**src/rtl/scc_pkg.sv**
```systemverilog
// scc_pkg: shared address map, field widths, FSM encoding and decode helper
// for the SCC access scheduler.
package scc_pkg;

    localparam int NUM_CH = 5;
    localparam int FREQ_W = 12;
    localparam int VOL_W  = 4;
    localparam int DATA_W = 8;

    localparam logic [7:0] SCC_WAVE_END  = 8'h7F;
    localparam logic [7:0] SCC_REG_BASE  = 8'h80;
    localparam logic [7:0] SCCI_WAVE_END = 8'h9F;
    localparam logic [7:0] SCCI_REG_BASE = 8'hA0;
    localparam logic [7:0] REG_SPAN      = 8'h10;

    typedef enum logic [1:0] {
        ST_IDLE,
        ST_ISSUE,
        ST_WAIT
    } state_t;

    typedef enum logic [2:0] {
        K_WAVE,
        K_FREQ_LO,
        K_FREQ_HI,
        K_VOL,
        K_EN,
        K_NONE
    } kind_t;

    typedef struct packed {
        logic              wr;
        logic [7:0]        a;
        logic [DATA_W-1:0] d;
        logic              mode;
    } entry_t;

    typedef struct packed {
        kind_t      kind;
        logic [2:0] ch;
    } decode_t;

    // For wave entries ch carries the SRAM id (a[7:5]).
    function automatic decode_t decode(input logic [7:0] a, input logic mode);
        decode_t    r;
        logic [7:0] base;
        logic [7:0] off;
        r.kind = K_NONE;
        r.ch   = a[7:5];
        base   = mode ? SCCI_REG_BASE : SCC_REG_BASE;
        off    = a - base;
        if (a <= (mode ? SCCI_WAVE_END : SCC_WAVE_END)) begin
            r.kind = K_WAVE;
        end else if (a >= base && off < REG_SPAN) begin
            if (off < 8'h0A) begin
                r.kind = off[0] ? K_FREQ_HI : K_FREQ_LO;
                r.ch   = off[3:1];
            end else if (off < 8'h0F) begin
                r.kind = K_VOL;
                r.ch   = 3'(off - 8'h0A);
            end else begin
                r.kind = K_EN;
            end
        end
        return r;
    endfunction

endpackage

```
**src/rtl/scc_access_fifo.sv**
```systemverilog
// scc_access_fifo: small synchronous FIFO with occupancy count and a
// synchronous flush that doubles as its reset.
module scc_access_fifo #(
    parameter int DEPTH = 2,
    parameter int WIDTH = 18
) (
    input  logic                     clk,
    input  logic                     flush,
    input  logic                     push,
    input  logic                     pop,
    input  logic [WIDTH-1:0]         wdata,
    output logic [WIDTH-1:0]         rdata,
    output logic                     full,
    output logic                     empty,
    output logic [$clog2(DEPTH):0]   count
);
    localparam int AW = $clog2(DEPTH);
    localparam int CW = AW + 1;

    logic [WIDTH-1:0] mem [DEPTH];
    logic [AW-1:0]    wptr;
    logic [AW-1:0]    rptr;
    logic             do_push;
    logic             do_pop;

    assign full    = count == CW'(DEPTH);
    assign empty   = count == '0;
    assign do_push = push && !full;
    assign do_pop  = pop && !empty;
    assign rdata   = mem[rptr];

    always_ff @(posedge clk) begin
        if (do_push) mem[wptr] <= wdata;
    end

    always_ff @(posedge clk) begin
        if (flush) begin
            wptr  <= '0;
            rptr  <= '0;
            count <= '0;
        end else begin
            if (do_push) wptr <= wptr + 1'b1;
            if (do_pop) rptr <= rptr + 1'b1;
            case ({do_push, do_pop})
                2'b10:   count <= count + 1'b1;
                2'b01:   count <= count - 1'b1;
                default: count <= count;
            endcase
        end
    end

endmodule

```
**src/rtl/scc_access_scheduler.sv**
```systemverilog
// scc_access_scheduler: CPU bus front end for the SCC wave-table mixer.
// Queues accesses in order and throttles wave-SRAM traffic to one per slot round.
module scc_access_scheduler
    import scc_pkg::*;
#(
    parameter int FIFO_DEPTH = 2
) (
    input  logic        clk,
    input  logic        reset,
    input  logic        req,
    input  logic        req_wr,
    input  logic [7:0]  req_a,
    input  logic [7:0]  req_d,
    output logic        ready,
    output logic [7:0]  rdata,
    output logic        rdata_valid,
    input  logic        scci_mode,
    input  logic [2:0]  active,
    output logic [2:0]  sram_id,
    output logic [4:0]  sram_a,
    output logic [7:0]  sram_d,
    output logic        sram_oe,
    output logic        sram_we,
    input  logic [7:0]  sram_q,
    input  logic        sram_q_en,
    output logic [59:0] reg_frequency_count,
    output logic [19:0] reg_volume,
    output logic [4:0]  reg_enable,
    output logic        reg_scci_enable
);
    localparam int CW = $clog2(FIFO_DEPTH) + 1;

    state_t            state;
    state_t            state_n;
    entry_t            head;
    decode_t           hd;
    logic [CW-1:0]     count;
    logic              full;
    logic              empty;
    logic              push;
    logic              pop;
    logic              launch;
    logic              exec;
    logic              token;
    logic              cur_wr;
    logic [FREQ_W-1:0] freq [NUM_CH];
    logic [VOL_W-1:0]  vol  [NUM_CH];

    assign ready = count < CW'(FIFO_DEPTH);
    assign push  = req && !full;
    assign hd    = decode(head.a, head.mode);

    scc_access_fifo #(
        .DEPTH(FIFO_DEPTH),
        .WIDTH($bits(entry_t))
    ) u_fifo (
        .clk   (clk),
        .flush (reset),
        .push  (push),
        .pop   (pop),
        .wdata ({req_wr, req_a, req_d, scci_mode}),
        .rdata (head),
        .full  (full),
        .empty (empty),
        .count (count)
    );

    for (genvar i = 0; i < NUM_CH; i++) begin : g_pack
        assign reg_frequency_count[i*FREQ_W +: FREQ_W] = freq[i];
        assign reg_volume[i*VOL_W +: VOL_W]            = vol[i];
    end

    always_ff @(posedge clk) begin
        if (reset) state <= ST_IDLE;
        else state <= state_n;
    end

    always_comb begin
        state_n = state;
        pop     = 1'b0;
        launch  = 1'b0;
        exec    = 1'b0;
        sram_oe = 1'b0;
        sram_we = 1'b0;
        case (state)
            ST_IDLE: begin
                if (!empty) begin
                    if (hd.kind != K_WAVE) begin
                        pop  = 1'b1;
                        exec = 1'b1;
                    end else if (token) begin
                        pop     = 1'b1;
                        launch  = 1'b1;
                        state_n = ST_ISSUE;
                    end
                end
            end
            ST_ISSUE: begin
                sram_oe = !cur_wr;
                sram_we = cur_wr;
                state_n = ST_WAIT;
            end
            ST_WAIT: begin
                if (cur_wr || sram_q_en) state_n = ST_IDLE;
            end
            default: state_n = ST_IDLE;
        endcase
    end

    always_ff @(posedge clk) begin
        if (reset) begin
            token           <= 1'b1;
            cur_wr          <= 1'b0;
            sram_id         <= '0;
            sram_a          <= '0;
            sram_d          <= '0;
            rdata           <= '0;
            rdata_valid     <= 1'b0;
            reg_enable      <= '0;
            reg_scci_enable <= 1'b0;
            for (int i = 0; i < NUM_CH; i++) begin
                freq[i] <= '0;
                vol[i]  <= '0;
            end
        end else begin
            rdata_valid     <= 1'b0;
            reg_scci_enable <= scci_mode;
            // Claiming the token wins over re-arming it in the same cycle.
            if (launch) token <= 1'b0;
            else if (active == 3'd0 && state != ST_ISSUE) token <= 1'b1;
            if (launch) begin
                cur_wr  <= head.wr;
                sram_id <= hd.ch;
                sram_a  <= head.a[4:0];
                sram_d  <= head.d;
            end
            if (exec && !head.wr) begin
                rdata       <= 8'hFF;
                rdata_valid <= 1'b1;
            end
            if (exec && head.wr) begin
                case (hd.kind)
                    K_FREQ_LO: freq[hd.ch][7:0]  <= head.d;
                    K_FREQ_HI: freq[hd.ch][11:8] <= head.d[3:0];
                    K_VOL:     vol[hd.ch]        <= head.d[3:0];
                    K_EN:      reg_enable        <= head.d[4:0];
                    default:   ;
                endcase
            end
            if (state == ST_WAIT && !cur_wr && sram_q_en) begin
                rdata       <= sram_q;
                rdata_valid <= 1'b1;
            end
        end
    end

endmodule

```
**config.mk**
```make
export PLATFORM = sky130hd
export DESIGN_NAME = scc_access_scheduler
export DESIGN_NICKNAME = d
export VERILOG_FILES = /design/src/rtl/scc_pkg.sv /design/src/rtl/scc_access_fifo.sv /design/src/rtl/scc_access_scheduler.sv
export SDC_FILE = /design/constraint.sdc
export NUM_CORES = 1
export LEC_CHECK = 0
export ABC_AREA = 1
export CELL_PAD_IN_SITES_DETAIL_PLACEMENT = 0
export CELL_PAD_IN_SITES_GLOBAL_PLACEMENT = 1
export CORE_AREA = 2 2 135 137
export CTS_BUF_LIST = sky130_fd_sc_hd__clkbuf_4
export DETAILED_ROUTE_END_ITERATION = 12
export DIE_AREA = 0 0 137 139
export GPL_TIMING_DRIVEN = 0
export PLACE_DENSITY_LB_ADDON = 0.1
export SYNTH_ARGS = -nofsm -noshare
export SYNTH_HDL_FRONTEND = slang
export SYNTH_SLANG_ARGS = --single-unit
```
**constraint.sdc**
```tcl
create_clock -name clk -period 3.05 [get_ports clk]
set_clock_uncertainty 0.05 [all_clocks]
set_input_delay 0.305 -clock clk [delete_from_list [all_inputs] [get_ports clk]]
set_output_delay 0.305 -clock clk [all_outputs]
set_load 0.01 [all_outputs]
```
==> run metrics <==
status=finished clean; Mapped Area=6270 sq um; most frequent cells in the layout=145 x clkdlybuf4s50_1, 116 x edfxtp_1, 99 x nor2_1; Total Wirelength=15.7 mm; top-area cell type share of the netlist area=a little under three fifths; Slowest Stage Delay on Critical Path=0.40 ns; final hold vios=0; Die ar.=roughly 19000 sq um; Root Driver=clkbuf_4; worst path cell trace=buf_8 -> buf_12 -> o21ai_4 -> inv_2 -> ha_4 -> ha_4 -> nand4_4 -> nor2_4 -> inv_2 -> a21oi_4 -> buf_12 -> nand3_4 -> nor2_4 -> nand3_2 -> o21ai_4; initial antenna violation count=1; crit-path max FO=10; minimum clock period=2.98 ns; Final HPWL DP=11.2 mm; Die Wd=137 um; Worst Max-Slew Pin Slew=1.36 ns; drt first pass iters=4; number of synthesized register bits=156; CTS tree=done; via density per instance=4.64; yosys synthesis warning count=0; prevailing post-synth register cell=edfxtp_1; Tot GR Track Use=16.4%; Final WS setup=0.0702 ns; register area share after synthesis=68.3%; vias in the first global route=between 4000 and 5000; Post-Place Worst Slack=-0.658 ns; H-Tree Depth=4; clock sinks=156; Worst EP arrival=3.19 ns; Initial Utilization=35.5%; Layout Utilization=51.5%; Critical Path Source Type=flip-flop; via count=4588; die height=139 um; num rows=49; top post-synthesis cells by area=edfxtp_1 56%, dfxtp_1 13%, nor2_1 6.2%; hold_ws=around 0.28 ns; commonest non-fill, non-tap cell in the layout=clkdlybuf4s50_1; Setup violations, final=0; worst rel slew slack=9.06%; share of cells above drive strength 1=21.0%; Final Slew Violations=0; Fill cells=1580; RSZ-0062 raised after global routing=true; CP Class=flip-flop to flip-flop; Worst path slowest cell=dfxtp_4; PD cells=714 nW/um^2; drt first-iter violations=235; Placer Congestion=around 0.84; placed cell count=925; Mean Syn Cell Area=11.4 sq um; CP Buf/Inv Count=5; top achievable clock speed=336 MHz; Clock transition at path regs=between 0.1 and 0.15 ns; leading area contributor after synthesis=edfxtp_1; Hold Crit Class=input port to flip-flop; Cells after Synth=549; synth unique cells=36; drc violations=0; Area Overhead vs Synth=45.1%; Max Cap Viol=0; first-pass GRT wire length=23.4 mm; CP Capture Type=flip-flop; Worst EP required=approximately 3.3 ns; I/O pin cnt=~150; Async S/R FF share, synth=0%; Post-layout nets=784; Congestion Overflow GR=0; ANT nets after route=0; cts bufs inserted=17; CP top delay family=simple AND/OR/NAND/NOR gates; CORE AREA=roughly 18000 sq um; Clock Tree Buf Depth=2; EDFF count, synth=around 120; fin cells=~1000; DR WL/cell=~16 um; VDD IR max=~0.35 mV; Syn Nets=around 590; final worst-path cycle share=97.7%; pin count of the biggest net entering global routing=17; Clock Latency Late Sink=0.55 ns; Leak=3.49 nW; # port buffers=145
-- worst paths after layout --
check | startpoint | to | slack, ns | cells after the start
hold / removal | reset | sram_d[0] | 0.28 | 2
hold reg to reg | reg_enable[2] | reg_enable[2] | 0.41 | 2
setup / recovery | flip-flop | freq[4][8] | 0.07 | 15
setup reg to reg | flip-flop | freq[4][8] | 0.07 | 15
-- cells in the mapped netlist, types with 8 or more instances --
| library cell | number |
|---|---|
| dfxtp_1 | 40 |
| nand3_1 | 23 |
| a21oi_1 | 19 |
| nand2_1 | 87 |
| mux2i_1 | 8 |
| a211oi_1 | 11 |
| edfxtp_1 | 116 |
| o21ai_0 | 16 |
| inv_1 | 45 |
| nor2_1 | 103 |
| o221ai_1 | 8 |
| clkbuf_1 | 9 |
| nor3_1 | 9 |
-- metal layers --
| metal | wire (um) | GRT usage [%] | vias to the layer above |
|---|---|---|---|
| met5 | 0 | 0 | - |
| met1 | 6530 | 19.8 | 2166 |
| met2 | 7980 | 27.6 | 130 |
| met4 | 305 | 7.11 | 0 |
| li1 | - | - | 2279 |
| met3 | 846 | 3.91 | 13 |
-- through the flow --
stage	total power (W)	area [sq um]	setup TNS [ns]
final	0.00650	9100	0
after global routing	0.00684	9100	-2.40
after CTS	0.00630	8780	0
after detailed placement	0.00475	8090	-77.47
after global placement	0.00470	8060	-66.25
after floorplan	0.00393	6320	-0.370
-- where the power goes --
part	internal, W	switching (W)	total [W]
clock network	0.000578	0.000741	0.00132
logic	0.00101	0.00149	0.00250
registers	0.00254	0.000136	0.00268
-- final cells by class --
class	count	area (sq um)	area share, %
multi-input cells	330	2150	23.7
diodes	1	2.50	0.0275
repair buffers	177	1770	19.5
inverters	48	203	2.23
plain buffers	15	86.3	0.949
flip-flops and latches	156	4290	47.1
clock inverters	14	169	1.86
clock buffers	18	135	1.49
well taps	229	287	3.15
-- flip-flops by register name, summed over array words and instances (netlist names), 2 cells and up, named ones only --
signal / count
freq: 60
u_fifo.mem: 36
vol: 20
rdata: 8
sram_d: 8
reg_enable: 5
sram_a: 5
sram_id: 3
state: 2
u_fifo.count: 2
-- what timing repair did --
action | in CTS | in global routing
gates resized for setup | 67 | 31
hold buffers | 0 | 0
pin swaps | 16 | 16
buffers inserted | 13 | 16
endpoints found under the setup margin | 184 | 130
cloned | 0 | 2
-- logic make-up (layout without fill, tap and decap cells) --
logic type | after synthesis | after routing | share of synthesized area (%)
simple gates | 257 | 258 | 19.3
buf+inv | 64 | 272 | 4.15
compound gates | 58 | 58 | 5.73
mux | 8 | 8 | 1.28
fa+ha+maj | 6 | 6 | 1.20
other cells | 0 | 1 | 0
flops | 156 | 156 | 68.3
(Power assumes the default switching activity.)
